<file path="config.mk">
export PLATFORM = sky130hd
export DESIGN_NAME = muldiv_unit
export DESIGN_NICKNAME = d
export VERILOG_FILES = /design/src/rtl/muldiv_unit.sv
export SDC_FILE = /design/constraint.sdc
export NUM_CORES = 1
export LEC_CHECK = 0
export CAP_MARGIN = 30
export CORE_ASPECT_RATIO = 1.25
export CORE_MARGIN = 8
export CORE_UTILIZATION = 55
export CTS_CLUSTER_DIAMETER = 100
export DETAILED_ROUTE_END_ITERATION = 10
export PLACE_DENSITY = 0.89
export SYNTH_ARGS = -nofsm -noshare
export SYNTH_HDL_FRONTEND = slang
export SYNTH_SLANG_ARGS = --single-unit
</file>
<file path="constraint.sdc">
create_clock -name clk -period 4.75 [get_ports clk]
set_input_delay 0.95 -clock clk [delete_from_list [all_inputs] [get_ports clk]]
set_output_delay 0.95 -clock clk [all_outputs]
set_load 0.03 [all_outputs]
</file>
<file path="src/rtl/muldiv_unit.sv">
// ============================================================================
// Module   : muldiv_unit
// Purpose  : Iterative multiply/divide unit for MULT/MULTU/DIV/DIVU. Performs
//            one radix-2 shift-add or restoring-divide step per cycle and
//            returns Hi/Lo on a valid/ready response channel.
// Ports    : clk, rst_n (async, active low)
//            req_valid/req_ready, op[1:0], operandA, operandB  - request
//            resp_valid/resp_ready, Hi, Lo, div_by_zero         - response
//            busy - high while an operation is in flight or awaiting handoff
// Options  : MULDIV_ZERO_BYPASS_EN - when defined, operations with a trivially
//            zero result skip the iterative path and respond one cycle after
//            acceptance.
// Revision : 1.0 - initial release
// ============================================================================
`default_nettype none

module muldiv_unit #(
    parameter int WIDTH = 32
) (
    input  logic             clk,
    input  logic             rst_n,
    input  logic             req_valid,
    output logic             req_ready,
    input  logic [1:0]       op,
    input  logic [WIDTH-1:0] operandA,
    input  logic [WIDTH-1:0] operandB,
    output logic             resp_valid,
    input  logic             resp_ready,
    output logic [WIDTH-1:0] Hi,
    output logic [WIDTH-1:0] Lo,
    output logic             div_by_zero,
    output logic             busy
);

    localparam int              CW       = (WIDTH > 1) ? $clog2(WIDTH) : 1;
    localparam logic [CW-1:0]   CNT_LAST = CW'(WIDTH - 1);
    localparam logic [CW-1:0]   CNT_ONE  = CW'(1);

    typedef enum logic [1:0] {
        S_IDLE = 2'd0,
        S_CALC = 2'd1,
        S_FIX  = 2'd2,
        S_DONE = 2'd3
    } state_t;

    state_t             state_q, state_d;
    logic [CW-1:0]      cnt_q, cnt_d;
    logic               is_div_q, is_div_d;
    logic               neg_lo_q, neg_lo_d;     // negate product / quotient
    logic               neg_hi_q, neg_hi_d;     // negate remainder
    logic               byp_q, byp_d;           // skip the iterative path
    logic               byp_dbz_q, byp_dbz_d;   // bypass is a divide-by-zero
    logic [WIDTH-1:0]   mag_b_q, mag_b_d;
    logic [2*WIDTH-1:0] acc_q, acc_d;           // {partial hi / remainder, multiplier / quotient}
    logic [WIDTH-1:0]   hi_q, hi_d;
    logic [WIDTH-1:0]   lo_q, lo_d;
    logic               resp_valid_q, resp_valid_d;
    logic               dbz_q, dbz_d;

    // Request decode (only meaningful in IDLE)
    logic               w_sign_a, w_sign_b, w_dbz, w_zero;
    logic [WIDTH-1:0]   w_mag_a, w_mag_b;

    assign w_sign_a = ~op[0] & operandA[WIDTH-1];
    assign w_sign_b = ~op[0] & operandB[WIDTH-1];
    assign w_mag_a  = w_sign_a ? -operandA : operandA;
    assign w_mag_b  = w_sign_b ? -operandB : operandB;
    assign w_dbz    = op[1] & (operandB == '0);

`ifdef MULDIV_ZERO_BYPASS_EN
    assign w_zero = op[1] ? (operandA == '0)
                          : ((operandA == '0) | (operandB == '0));
`else
    assign w_zero = 1'b0;
`endif

    // Multiply step: conditionally add multiplicand to upper half, shift right.
    logic [WIDTH:0]     w_mul_sum;
    logic [2*WIDTH-1:0] w_mul_next;
    assign w_mul_sum  = {1'b0, acc_q[2*WIDTH-1:WIDTH]}
                      + {1'b0, (acc_q[0] ? mag_b_q : {WIDTH{1'b0}})};
    assign w_mul_next = {w_mul_sum, acc_q[WIDTH-1:1]};

    // Restoring divide step: shift next dividend bit into the remainder and
    // subtract the divisor when it fits. The kept remainder is always below
    // the divisor, so it fits back into WIDTH bits.
    logic [WIDTH:0]     w_div_shift;
    logic               w_div_ge;
    logic [WIDTH-1:0]   w_div_diff;
    logic [2*WIDTH-1:0] w_div_next;
    assign w_div_shift = {acc_q[2*WIDTH-1:WIDTH], acc_q[WIDTH-1]};
    assign w_div_ge    = (w_div_shift >= {1'b0, mag_b_q});
    assign w_div_diff  = w_div_shift[WIDTH-1:0] - mag_b_q;
    assign w_div_next  = {(w_div_ge ? w_div_diff : w_div_shift[WIDTH-1:0]),
                          acc_q[WIDTH-2:0], w_div_ge};

    always_comb begin
        state_d      = state_q;
        cnt_d        = cnt_q;
        is_div_d     = is_div_q;
        neg_lo_d     = neg_lo_q;
        neg_hi_d     = neg_hi_q;
        byp_d        = byp_q;
        byp_dbz_d    = byp_dbz_q;
        mag_b_d      = mag_b_q;
        acc_d        = acc_q;
        hi_d         = hi_q;
        lo_d         = lo_q;
        resp_valid_d = resp_valid_q;
        dbz_d        = dbz_q;

        case (state_q)
            S_IDLE: begin
                if (req_valid) begin
                    is_div_d  = op[1];
                    neg_lo_d  = w_sign_a ^ w_sign_b;
                    neg_hi_d  = op[1] & w_sign_a;   // remainder follows dividend
                    mag_b_d   = w_mag_b;
                    // Divide-by-zero returns the raw dividend in Hi, so keep it unmodified.
                    acc_d     = {{WIDTH{1'b0}}, (w_dbz ? operandA : w_mag_a)};
                    byp_d     = w_dbz | w_zero;
                    byp_dbz_d = w_dbz;
                    dbz_d     = 1'b0;
                    cnt_d     = '0;
                    state_d   = S_CALC;
                end
            end
            S_CALC: begin
                if (byp_q) begin
                    hi_d         = byp_dbz_q ? acc_q[WIDTH-1:0] : {WIDTH{1'b0}};
                    lo_d         = byp_dbz_q ? {WIDTH{1'b1}}    : {WIDTH{1'b0}};
                    dbz_d        = byp_dbz_q;
                    resp_valid_d = 1'b1;
                    state_d      = S_DONE;
                end else begin
                    acc_d = is_div_q ? w_div_next : w_mul_next;
                    if (cnt_q == CNT_LAST) begin
                        cnt_d   = '0;
                        state_d = S_FIX;
                    end else begin
                        cnt_d = cnt_q + CNT_ONE;
                    end
                end
            end
            S_FIX: begin
                if (is_div_q) begin
                    lo_d = neg_lo_q ? -acc_q[WIDTH-1:0]       : acc_q[WIDTH-1:0];
                    hi_d = neg_hi_q ? -acc_q[2*WIDTH-1:WIDTH] : acc_q[2*WIDTH-1:WIDTH];
                end else begin
                    {hi_d, lo_d} = neg_lo_q ? -acc_q : acc_q;
                end
                resp_valid_d = 1'b1;
                state_d      = S_DONE;
            end
            S_DONE: begin
                if (resp_ready) begin
                    resp_valid_d = 1'b0;
                    state_d      = S_IDLE;
                end
            end
            default: state_d = S_IDLE;
        endcase
    end

    always_ff @(posedge clk or negedge rst_n) begin
        if (!rst_n) begin
            state_q      <= S_IDLE;
            cnt_q        <= '0;
            is_div_q     <= 1'b0;
            neg_lo_q     <= 1'b0;
            neg_hi_q     <= 1'b0;
            byp_q        <= 1'b0;
            byp_dbz_q    <= 1'b0;
            mag_b_q      <= '0;
            acc_q        <= '0;
            hi_q         <= '0;
            lo_q         <= '0;
            resp_valid_q <= 1'b0;
            dbz_q        <= 1'b0;
        end else begin
            state_q      <= state_d;
            cnt_q        <= cnt_d;
            is_div_q     <= is_div_d;
            neg_lo_q     <= neg_lo_d;
            neg_hi_q     <= neg_hi_d;
            byp_q        <= byp_d;
            byp_dbz_q    <= byp_dbz_d;
            mag_b_q      <= mag_b_d;
            acc_q        <= acc_d;
            hi_q         <= hi_d;
            lo_q         <= lo_d;
            resp_valid_q <= resp_valid_d;
            dbz_q        <= dbz_d;
        end
    end

    assign req_ready   = (state_q == S_IDLE);
    assign busy        = (state_q != S_IDLE);
    assign resp_valid  = resp_valid_q;
    assign Hi          = hi_q;
    assign Lo          = lo_q;
    assign div_by_zero = dbz_q;

endmodule

`default_nettype wire

</file>
### After elaboration in Yosys (flattened, before gate mapping)

Index checks and enable logic that the tools add are counted.

| storage, ports and cells | value |
|---|---|
| flip-flop bits (word level) | 173 |
| latch bits | 0 |
| bits in writable memories | 0 |
| output and inout bits | 68 |
| ROM bits | 0 |
| logic and storage cells | 80 |
| bits of input ports | 70 |
| memories | 0 |

| operators by class | value |
|---|---|
| muxes and demuxes | 32 |
| magnitude comparators | 1 |
| reductions and logical operators | 12 |
| divide/modulo/power cells | 0 |
| bitwise gates (word level) | 6 |
| add/subtract/negate cells | 8 |
| shifts and indexed selects | 0 |
| equal/unequal tests | 9 |
| multipliers | 0 |

Operators by type and width:

| kind | count |
|---|---|
| two-way mux 32 bit | 11 |
| two-way mux 64 bit | 4 |
| negation 32 bit | 4 |
| case mux 32 bit (2 select lines) | 2 |
| case mux 64 bit (2 select lines) | 1 |
| negation 64 bit | 1 |
| adder 32 x 32 -> 33 bit | 1 |
| greater-or-equal comparator 33 x 32 -> 1 bit | 1 |
| logical NOT 32 bit | 1 |
| subtractor 32 bit | 1 |
| two-way mux 5 bit | 3 |
| AND reduction 3 bit | 4 |
| case mux 5 bit (2 select lines) | 1 |
| two-way mux 2 bit | 4 |
| inequality test 2 bit (second input constant) | 4 |
| case mux 2 bit (4 select lines) | 1 |
| nonzero test 2 bit | 3 |
| adder 5 x 1 -> 5 bit (second input constant) | 1 |
| == test 5 bit (second input constant) | 1 |
| AND 1 bit | 4 |
| == test 2 bit (second input constant) | 2 |
| AND reduction 2 bit | 2 |
| two-way mux 1 bit | 3 |
| inequality test 3 bit (second input constant) | 1 |
| 7 further kinds | 7 |

### Longest topological paths before layout

Gate-level depths: netlist of the first run.

| logic depth | value |
|---|---|
| depth in word-level cells | 6 |
| mapped depth | 15 |

### Worst setup path after synthesis of the first run

Ideal clock, no wire load.

| timing path | value |
|---|---|
| path type | in2reg |
| from | input operandB[0] |
| to | register acc_q[6] |
| stages | 13 |
| library setup time | 0.144 ns |
| data arrival time | 3.467 ns |
| path slack | 1.139 ns |
| path buffers | 2 |
| cell sequence | inv_1 ha_1 or3b_2 nor4_2 and3b_1 and4bb_1 nand4b_1 and2_1 clkbuf_1 buf_2 o41ai_1 xor2_1 a21oi_1 |

| on the way | value |
|---|---|
| cells in the longest elaborated chain, start to end | 5 |

Ends and longest elaborated chain:

| what | RTL line | source |
|---|---|---|
| start: declaration | 26 | `input logic [WIDTH-1:0] operandB,` |
| logical NOT 32 bit | 68 | `assign w_dbz = op[1] & (operandB == '0);` |
| AND 1 bit | 68 |  |
| two-way mux 32 bit | 120 | `acc_d = {{WIDTH{1'b0}}, (w_dbz ? operandA : w_mag_a)};` |
| two-way mux 64 bit | 114 | `if (req_valid) begin` |
| case mux 64 bit (2 select lines) | 112 | `case (state_q)` |
| end signal: assignment | 175 | `acc_q <= '0;` |
| end signal: assignment | 189 | `acc_q <= acc_d;` |
| end: declaration | 54 | `logic [2*WIDTH-1:0] acc_q, acc_d;` |

No other way between the ends. The select of a mux whose other input is x is not followed.
A chain may end at the register's enable or synchronous reset.

### Final worst setup path of the first run

| timing path | value |
|---|---|
| from | input operandB[1] |
| to | register acc_q[12] |

The elaborated chain is that of the path after synthesis.

==> results of run 1 <==
[cells by family (layout without fill, tap and decap cells)]
logic type / after synthesis / count (layout) / synth area share
adder cells (fa/ha/maj): 76 / 76 / 0.0666
AO/OA/AOI/OAI: 609 / 609 / 0.252
XOR/XNOR: 172 / 172 / 0.104
buffers and inverters: 183 / 274 / 0.0500
multiplexers: 63 / 63 / 0.0441
flip-flops: 173 / 173 / 0.298
AND/OR/NAND/NOR: 549 / 549 / 0.185
[layout by cell type (no fill, tap or decap), drive strengths merged, types with 9 or more instances in the layout]
master | synthesis | final
xnor2 | 83 | 83
o211ai | 14 | 14
nor2b | 9 | 9
clkbuf | 93 | 18
a21boi | 10 | 10
o21ai | 199 | 199
nand3 | 49 | 49
o41ai | 15 | 15
a31oi | 15 | 15
inv | 74 | 80
clkdlybuf4s50 | 0 | 136
o31ai | 33 | 33
nand2 | 169 | 169
or4 | 18 | 18
nand2b | 17 | 17
a22oi | 10 | 10
buf | 15 | 32
nor4 | 16 | 16
nor2 | 147 | 147
mux2i | 55 | 55
and3 | 9 | 9
nand4 | 11 | 11
a21o | 34 | 34
a22o | 11 | 11
a211oi | 12 | 12
nor3 | 35 | 35
a21oi | 203 | 203
or3 | 19 | 19
nor3b | 16 | 16
dfrtp | 173 | 173
ha | 74 | 74
xor2 | 89 | 89
[critical path, cell delays in order]
cell and delay, ns:
sky130_fd_sc_hd__clkdlybuf4s50_1 0.43, sky130_fd_sc_hd__inv_1 0.12, sky130_fd_sc_hd__ha_1 0.18, sky130_fd_sc_hd__or3b_2 0.49
sky130_fd_sc_hd__nor4_2 0.36, sky130_fd_sc_hd__and3b_1 0.27, sky130_fd_sc_hd__and4bb_1 0.31, sky130_fd_sc_hd__nand4b_1 0.29
sky130_fd_sc_hd__and2_1 0.45, sky130_fd_sc_hd__buf_4 0.28, sky130_fd_sc_hd__o21ai_0 0.12, sky130_fd_sc_hd__xor2_1 0.23
sky130_fd_sc_hd__a21oi_1 0.13
[worst min path at each step]
stage | start | to | cells past startpoint
after global placement | mag_b_q[13] | mag_b_q[13] | 2
after floorplan | mag_b_q[10] | mag_b_q[10] | 2
after global routing | rst_n | Lo[25] | 1
after detailed placement | Hi[23] | Hi[23] | 2
after CTS | rst_n | Lo[25] | 1
final | rst_n | Lo[25] | 1
[registers in the layout (all words and copies together), names as in the netlist]
| signal | cells |
|---|---|
| acc_q | 64 |
| Hi | 32 |
| Lo | 32 |
| mag_b_q | 32 |
| cnt_q | 5 |
| state_q | 2 |
| byp_dbz_q | 1 |
| div_by_zero | 1 |
| is_div_q | 1 |
| neg_hi_q | 1 |
| neg_lo_q | 1 |
| resp_valid | 1 |
[final cells by class]
| type | instances | area (µm²) |
|---|---|---|
| Clock buffer | 18 | 429 |
| Clock inverter | 14 | 155 |
| Fill cell | 2226 | 9250 |
| Inverter | 74 | 278 |
| Multi-Input combinational cell | 1469 | 9490 |
| Sequential cell | 173 | 4330 |
| Tap cell | 340 | 425 |
| Timing Repair Buffer | 168 | 1660 |
[through the flow]
stage	util	cell area, µm²	hold slack, ns	worst slack [ns]	power [W]
floorplan	-	14500	0.450	1.14	0.00917
global placement	0.620	16100	0.462	0.325	0.0116
detailed placement	0.621	16200	0.470	0.135	0.0118
CTS	0.644	16700	0.314	0.507	0.0133
global route	0.644	16800	0.312	0.355	0.0144
finish	0.644	16800	0.317	0.449	0.0135
[layer usage]
layer  routed length [µm]  part of all wire  track usage
met3                 3480             0.075       0.0448
met5                    0                 0            0
met2                22400              0.48        0.488
met1                17300              0.37        0.332
met4                 3230             0.069        0.200
[report_power, final]
| group | internal (W) | switching, W |
|---|---|---|
| Combinational | 0.00355 | 0.00544 |
| Sequential | 0.00211 | 0.000988 |
| Clock | 0.000743 | 0.000672 |
| Total | 0.00640 | 0.00710 |
==> results.md, run 1 <==
- Synth Net Count: approximately 2.0k
- Max VDD drop: between 0.0004 and 0.0005 V
- Post-CTS Setup Inserts: 0
- Port-buffer cells: 137
- Final setup skew: ~0.015 ns
- Worst setup path end: acc_q[12]
- Crit path required time: around 5.1 ns
- Latest clock arrival within the worst-skew pair: 0.46 ns
- Min cycle time layout: around 4.3 ns
- DR vias/cell: 6.42
- Placed Cells incl. Taps: roughly 2.2k
- Final cycle utilization of the critical path: 0.905
- Starting density of the core: 0.558
- First-pass GRT wire length: between 70,000 and 80,000 µm
- Result of the run: finished, final reports clean
- Gates resized, CTS repair: 0
- Worst R2R Path Depth: 12
- Area growth from synthesis to layout: 15.5%
- Final hold violation count: 0
- Proportion of netlist area held by the largest area contributor: 0.298
- Setup Crit Path Kind: in -> reg
- Row cnt: between 60 and 70
- Number of max-slew violations in the final report: 0
- DRC violation count after routing: 0
- Worst min path class: in -> async
- Number of iterations in the first detailed-routing pass: 6
- Iter 0 DRT Violations: 1,231
- Sequential share of the synthesized area: 0.298
- Reg2reg start: acc_q[0]
- Max clock buf depth: 2
- Post-CTS Hold Buffers: 0
- Max-cap violation count: 0
- Max-Slew Margin vs Limit: 0.306
- Antenna cell count: 0
- Die Wd: 161 µm
- Post-synth cell types: 82
- Cell type contributing the most total cell area after synthesis: sky130_fd_sc_hd__dfrtp_1
- Most numerous cell types in the synthesized netlist: sky130_fd_sc_hd__a21oi_1, sky130_fd_sc_hd__o21ai_0, sky130_fd_sc_hd__dfrtp_1, sky130_fd_sc_hd__nand2_1, sky130_fd_sc_hd__nor2_1
- Post-synth EDFFs: 0
- LEAKAGE: between 6 and 7 nW
- Total CTS buffers: 17
- Cell with the most instances after synthesis: sky130_fd_sc_hd__a21oi_1
- Count of pins on the block boundary: ~140
- CTS tree: yes
- Post-Route WL: 46,400 µm
- Share of layout cells above drive strength 1: 0.0517
- Cell area after synthesis: 14,500 µm²
- Register-to-register path setup slack: approximately 0.7 ns
- Crit path DAT: around 4.6 ns
- H-tree depth: 4
- Remaining global-route overflow: 0
- Remaining antenna violation count after routing: 0
- Net count, final: between 2k and 2.5k
- Detailed-placement wirelength estimate: between 30,000 and 40,000 µm
- GRT Util Overall: 0.289
- Maximum clock frequency: 233 MHz
- Number of synthesis warnings: 0
- Yosys reg bits: ~170
- Origin of the worst setup path: operandB[1]
- Critical path fanouts, max: 17
- Synth Flop Type: sky130_fd_sc_hd__dfrtp_1
- Type of destination of the critical path: flop
- Final cell count without fillers: around 2.3k
- Pin count of the biggest net entering global routing: 100
- Post-route setup TNS: 0 ns
- Placer's final routability congestion estimate: 1.00
- Clock tree root buffer cell: sky130_fd_sc_hd__clkbuf_16
- Mean Syn Cell Area: roughly 8.0 µm²
- WL per Instance: 20.6 µm
- Slew of the pin with the lowest slew margin: around 1 ns
- Number of antenna violations at the first check in global routing: 0
- Number of setup violations in the final report: 0
- Async S/R FF share, synth: 1.00
- CP startpoint kind: input pin
- Cell types with the largest area share after synthesis: sky130_fd_sc_hd__dfrtp_1, sky130_fd_sc_hd__a21oi_1, sky130_fd_sc_hd__o21ai_0
- Vias after detailed routing: roughly 14k
- Power per Cell Area: ~810 nW/µm²
- Unrepaired setup endpoints after global routing: no
- Number of global-route vias before repair: 14.3k
- TritonCTS sink count: approximately 170
- Clock transition at the registers of the reported paths: about 0.080 ns
- Die footprint: around 32,000 µm²
- Core area: around 26,000 µm²
- Cells after Synth: around 1.8k
- Overall die height: slightly below 200 µm
- Destination of the worst register-to-register timing path: acc_q[59]
Power figures use the tool's default switching activity.
==> run 2: changes to the inputs <==
- ABC_AREA: default -> 1
- PLACE_DENSITY: 0.89 -> 0.88
==> run 2 against run 1 <==
Against the previous run:
- core utilization decreased by 1.7 points
- final cell count increased by 64%
- worst setup slack improved by 1.1 ns
- critical path depth unchanged
- via count increased by 49%
- largest power group unchanged
- largest cell class unchanged
- highest routed layer unchanged
==> results.md, run 2 <==
- Result of the run: finished, final reports clean
- Critical path fanouts, max: 37
- Synth Flop Type: sky130_fd_sc_hd__dfrtp_1
- Iter 0 DRT Violations: roughly 2.5k
- Core area: about 33,000 µm²
- Worst stage delay on the critical path: roughly 0.7 ns
- Clock transition at the registers of the reported paths: approximately 0.07 ns
- Final hold violation count: 0
- Overall die height: approximately 220 µm
- Leading cell type in the layout, fill and taps excluded: sky130_fd_sc_hd__nand2_1
- Setup Crit Path Kind: reg -> reg
- CP startpoint kind: flop
- Latest clock arrival within the worst-skew pair: about 0.47 ns
- Remaining antenna violation count after routing: 0
- Count of pins on the block boundary: roughly 140
- Cell type contributing the most total cell area after synthesis: sky130_fd_sc_hd__dfrtp_1
- Synth Net Count: 3,321
- First-pass GRT wire length: around 110,000 µm
- Number of synthesis warnings: 0
- LEAKAGE: approximately 11 nW
- Critical Path Slowest Stage Cell: sky130_fd_sc_hd__dfrtp_1
- Area growth from synthesis to layout: 12.7%
- Starting density of the core: 0.557
- Proportion of netlist area held by the largest area contributor: 0.239
- Post-synth cell types: 51
- Final setup skew: ~0.012 ns
- Antenna cell count: 0
- Die footprint: roughly 40,000 µm²
- Max reg flops: 64
- Number of iterations in the first detailed-routing pass: 8
- Number of global-route vias before repair: roughly 20k
- Cell types with the largest area share after synthesis: sky130_fd_sc_hd__dfrtp_1, sky130_fd_sc_hd__nand2_1, sky130_fd_sc_hd__inv_1
- Gates resized, CTS repair: 0
- Yosys reg bits: ~170
- Post-CTS Setup Inserts: 0
- Unrepaired setup endpoints after global routing: no
- Row cnt: between 70 and 80
- Non-Filler Cell Area, Final: approximately 20,000 µm²
- CTS tree: yes
- Vias after detailed routing: between 20k and 25k
- Cell Area, Placed: 19,900 µm²
- Async S/R FF share, synth: 1.00
- TritonCTS sink count: 173
- H-tree depth: 4
- Max-cap violation count: 0
- Total CTS buffers: 17
- Crit path required time: a little over 5 ns
- Most frequent cells in the layout: sky130_fd_sc_hd__nand2_1, sky130_fd_sc_hd__inv_1, sky130_fd_sc_hd__nor2_1, sky130_fd_sc_hd__nand3_1, sky130_fd_sc_hd__a21oi_1
- WL per Instance: around 19 µm
- DR vias/cell: around 5.8
- Type of destination of the critical path: flop
- Crit path DAT: roughly 3.6 ns
- Port-buffer cells: ~140
- Min Hold Slack: between 0.4 and 0.5 ns
- Post-Route WL: between 70,000 and 80,000 µm
- Sequential share of the synthesized area: 0.239
- DRC violation count after routing: 0
- Most numerous cell types in the synthesized netlist: sky130_fd_sc_hd__nand2_1, sky130_fd_sc_hd__inv_1, sky130_fd_sc_hd__nor2_1, sky130_fd_sc_hd__nand3_1, sky130_fd_sc_hd__a21oi_1
- Final cell count without fillers: approximately 3.7k
- Number of max-slew violations in the final report: 0
- Remaining global-route overflow: 0
- Placer's final routability congestion estimate: between 1 and 1.5
- Max clock buf depth: 2
- Clock power share: 0.092
- Total met2 wirelength after detailed routing: just over 30,000 µm
- Net switching fraction of the power: 0.594
- Register share of total power: 0.204
- Post-CTS Hold Buffers: 0
- Share of layout cells above drive strength 1: 0.0403
- Number of setup violations in the final report: 0
- Maximum clock frequency: between 300 and 400 MHz
- Worst min path class: reg -> reg
- Final cycle utilization of the critical path: 0.676
- Critical path, cell by cell: ha_1 -> nand2_2 -> inv_1 -> nand2_1 -> nand2_1 -> a21oi_1 -> nand2_2 -> nor2_4 -> nand2_8 -> nor2_4 -> inv_2 -> nor2_1 -> o21ai_1
- Post-route setup TNS: 0 ns
- Number of antenna violations at the first check in global routing: 0
- Detailed-placement wirelength estimate: ~55,000 µm
- Post-synth EDFFs: 0
- Number of fill cells: approximately 3.2k
- Internal power: 0.00652 W
- Cells after Synth: between 3k and 4k
- Placed Cells incl. Taps: around 3.7k
- Clock tree root buffer cell: sky130_fd_sc_hd__clkbuf_16
- Max-Slew Margin vs Limit: 0.379
- Pin count of the biggest net entering global routing: 96
- Die Wd: between 150 and 200 µm
- Part of the total power dissipated in combinational logic: 0.704
- Max VDD drop: just over 0.0005 V
- Net count, final: about 3.4k
- Power per Cell Area: roughly 800 nW/µm²
- Cell with the most instances after synthesis: sky130_fd_sc_hd__nand2_1
- Routed length on met3: about 7200 µm
- Worst R2R Path Depth: 13
- Cell area after synthesis: roughly 18,000 µm²
- Uppermost layer routed: met4
- GRT Util Overall: 0.356
- M1 wire length: between 20,000 and 30,000 µm
- Mean Syn Cell Area: between 5 and 6 µm²
- Final core utilization: 0.627
- Min cycle time layout: 3.21 ns
- Psw: between 0.009 and 0.01 W
- Largest reg by FF count: acc_q
- Slew of the pin with the lowest slew margin: 0.932 ns
- Number of cells traversed by the worst hold path: 2
-- run 2: worst max-delay path, delay by kind of cell (launching register included) --
kind / cells / cell delay, ns
AO/OA/AOI/OAI: 2 / 0.32
adder cells (fa/ha/maj): 1 / 0.47
buffers and inverters: 2 / 0.15
flip-flops: 1 / 0.71
AND/OR/NAND/NOR: 8 / 1.43
-- run 2: cell families (layout without fill, tap and decap cells) --
family | after synthesis | count (layout) | share of synthesized area
AO/OA/AOI/OAI | 475 | 475 | 0.142
XOR/XNOR | 51 | 51 | 0.0246
adder cells (fa/ha/maj) | 76 | 76 | 0.0532
buffers and inverters | 544 | 641 | 0.117
flip-flops | 173 | 173 | 0.239
multiplexers | 3 | 3 | 0.00166
AND/OR/NAND/NOR | 1853 | 1853 | 0.423
-- run 2: cell type report --
class	count	area [µm²]	area share
clock buffer	17	425	0.0208
clock inverter	15	171	0.00838
timing repair buffer	164	1620	0.0792
sequential	173	4330	0.212
multi-input combinational	2458	11700	0.572
tap	418	523	0.0256
inverter	445	1670	0.0817
-- run 2: final timing paths --
| check | slack (ns) | from | to |
|---|---|---|---|
| setup / recovery | 1.54 | acc_q[59] | acc_q[43] |
| hold / removal | 0.48 | Hi[25] | Hi[25] |
| setup reg to reg | 1.54 | acc_q[59] | acc_q[43] |
| hold reg to reg | 0.48 | Hi[25] | Hi[25] |
| max in group asynchronous | 3.17 | rst_n | acc_q[18] |
| min in group asynchronous | 0.58 | rst_n | mag_b_q[31] |
-- run 2: stage by stage --
step	setup WS [ns]	total power (W)
after detailed placement	1.33	0.0142
after global placement	1.46	0.0139
after CTS	1.63	0.0157
final	1.54	0.0161
after global routing	1.43	0.0173
after floorplan	2.30	0.0106
-- run 2: power groups by stage --
stage	sequential, W	combinational [W]	clock, W
after detailed placement	0.00321	0.0110	0
final	0.00328	0.0113	0.00148
after global placement	0.00319	0.0107	0
after global routing	0.00331	0.0124	0.00153
after CTS	0.00319	0.0110	0.00148
after floorplan	0.00325	0.00734	0
-- run 2: layer usage --
layer	GRT usage	vias to the layer above
li1	-	10300
met1	0.480	9798
met2	0.538	1264
met3	0.0586	207
met4	0.191	0
met5	0	-
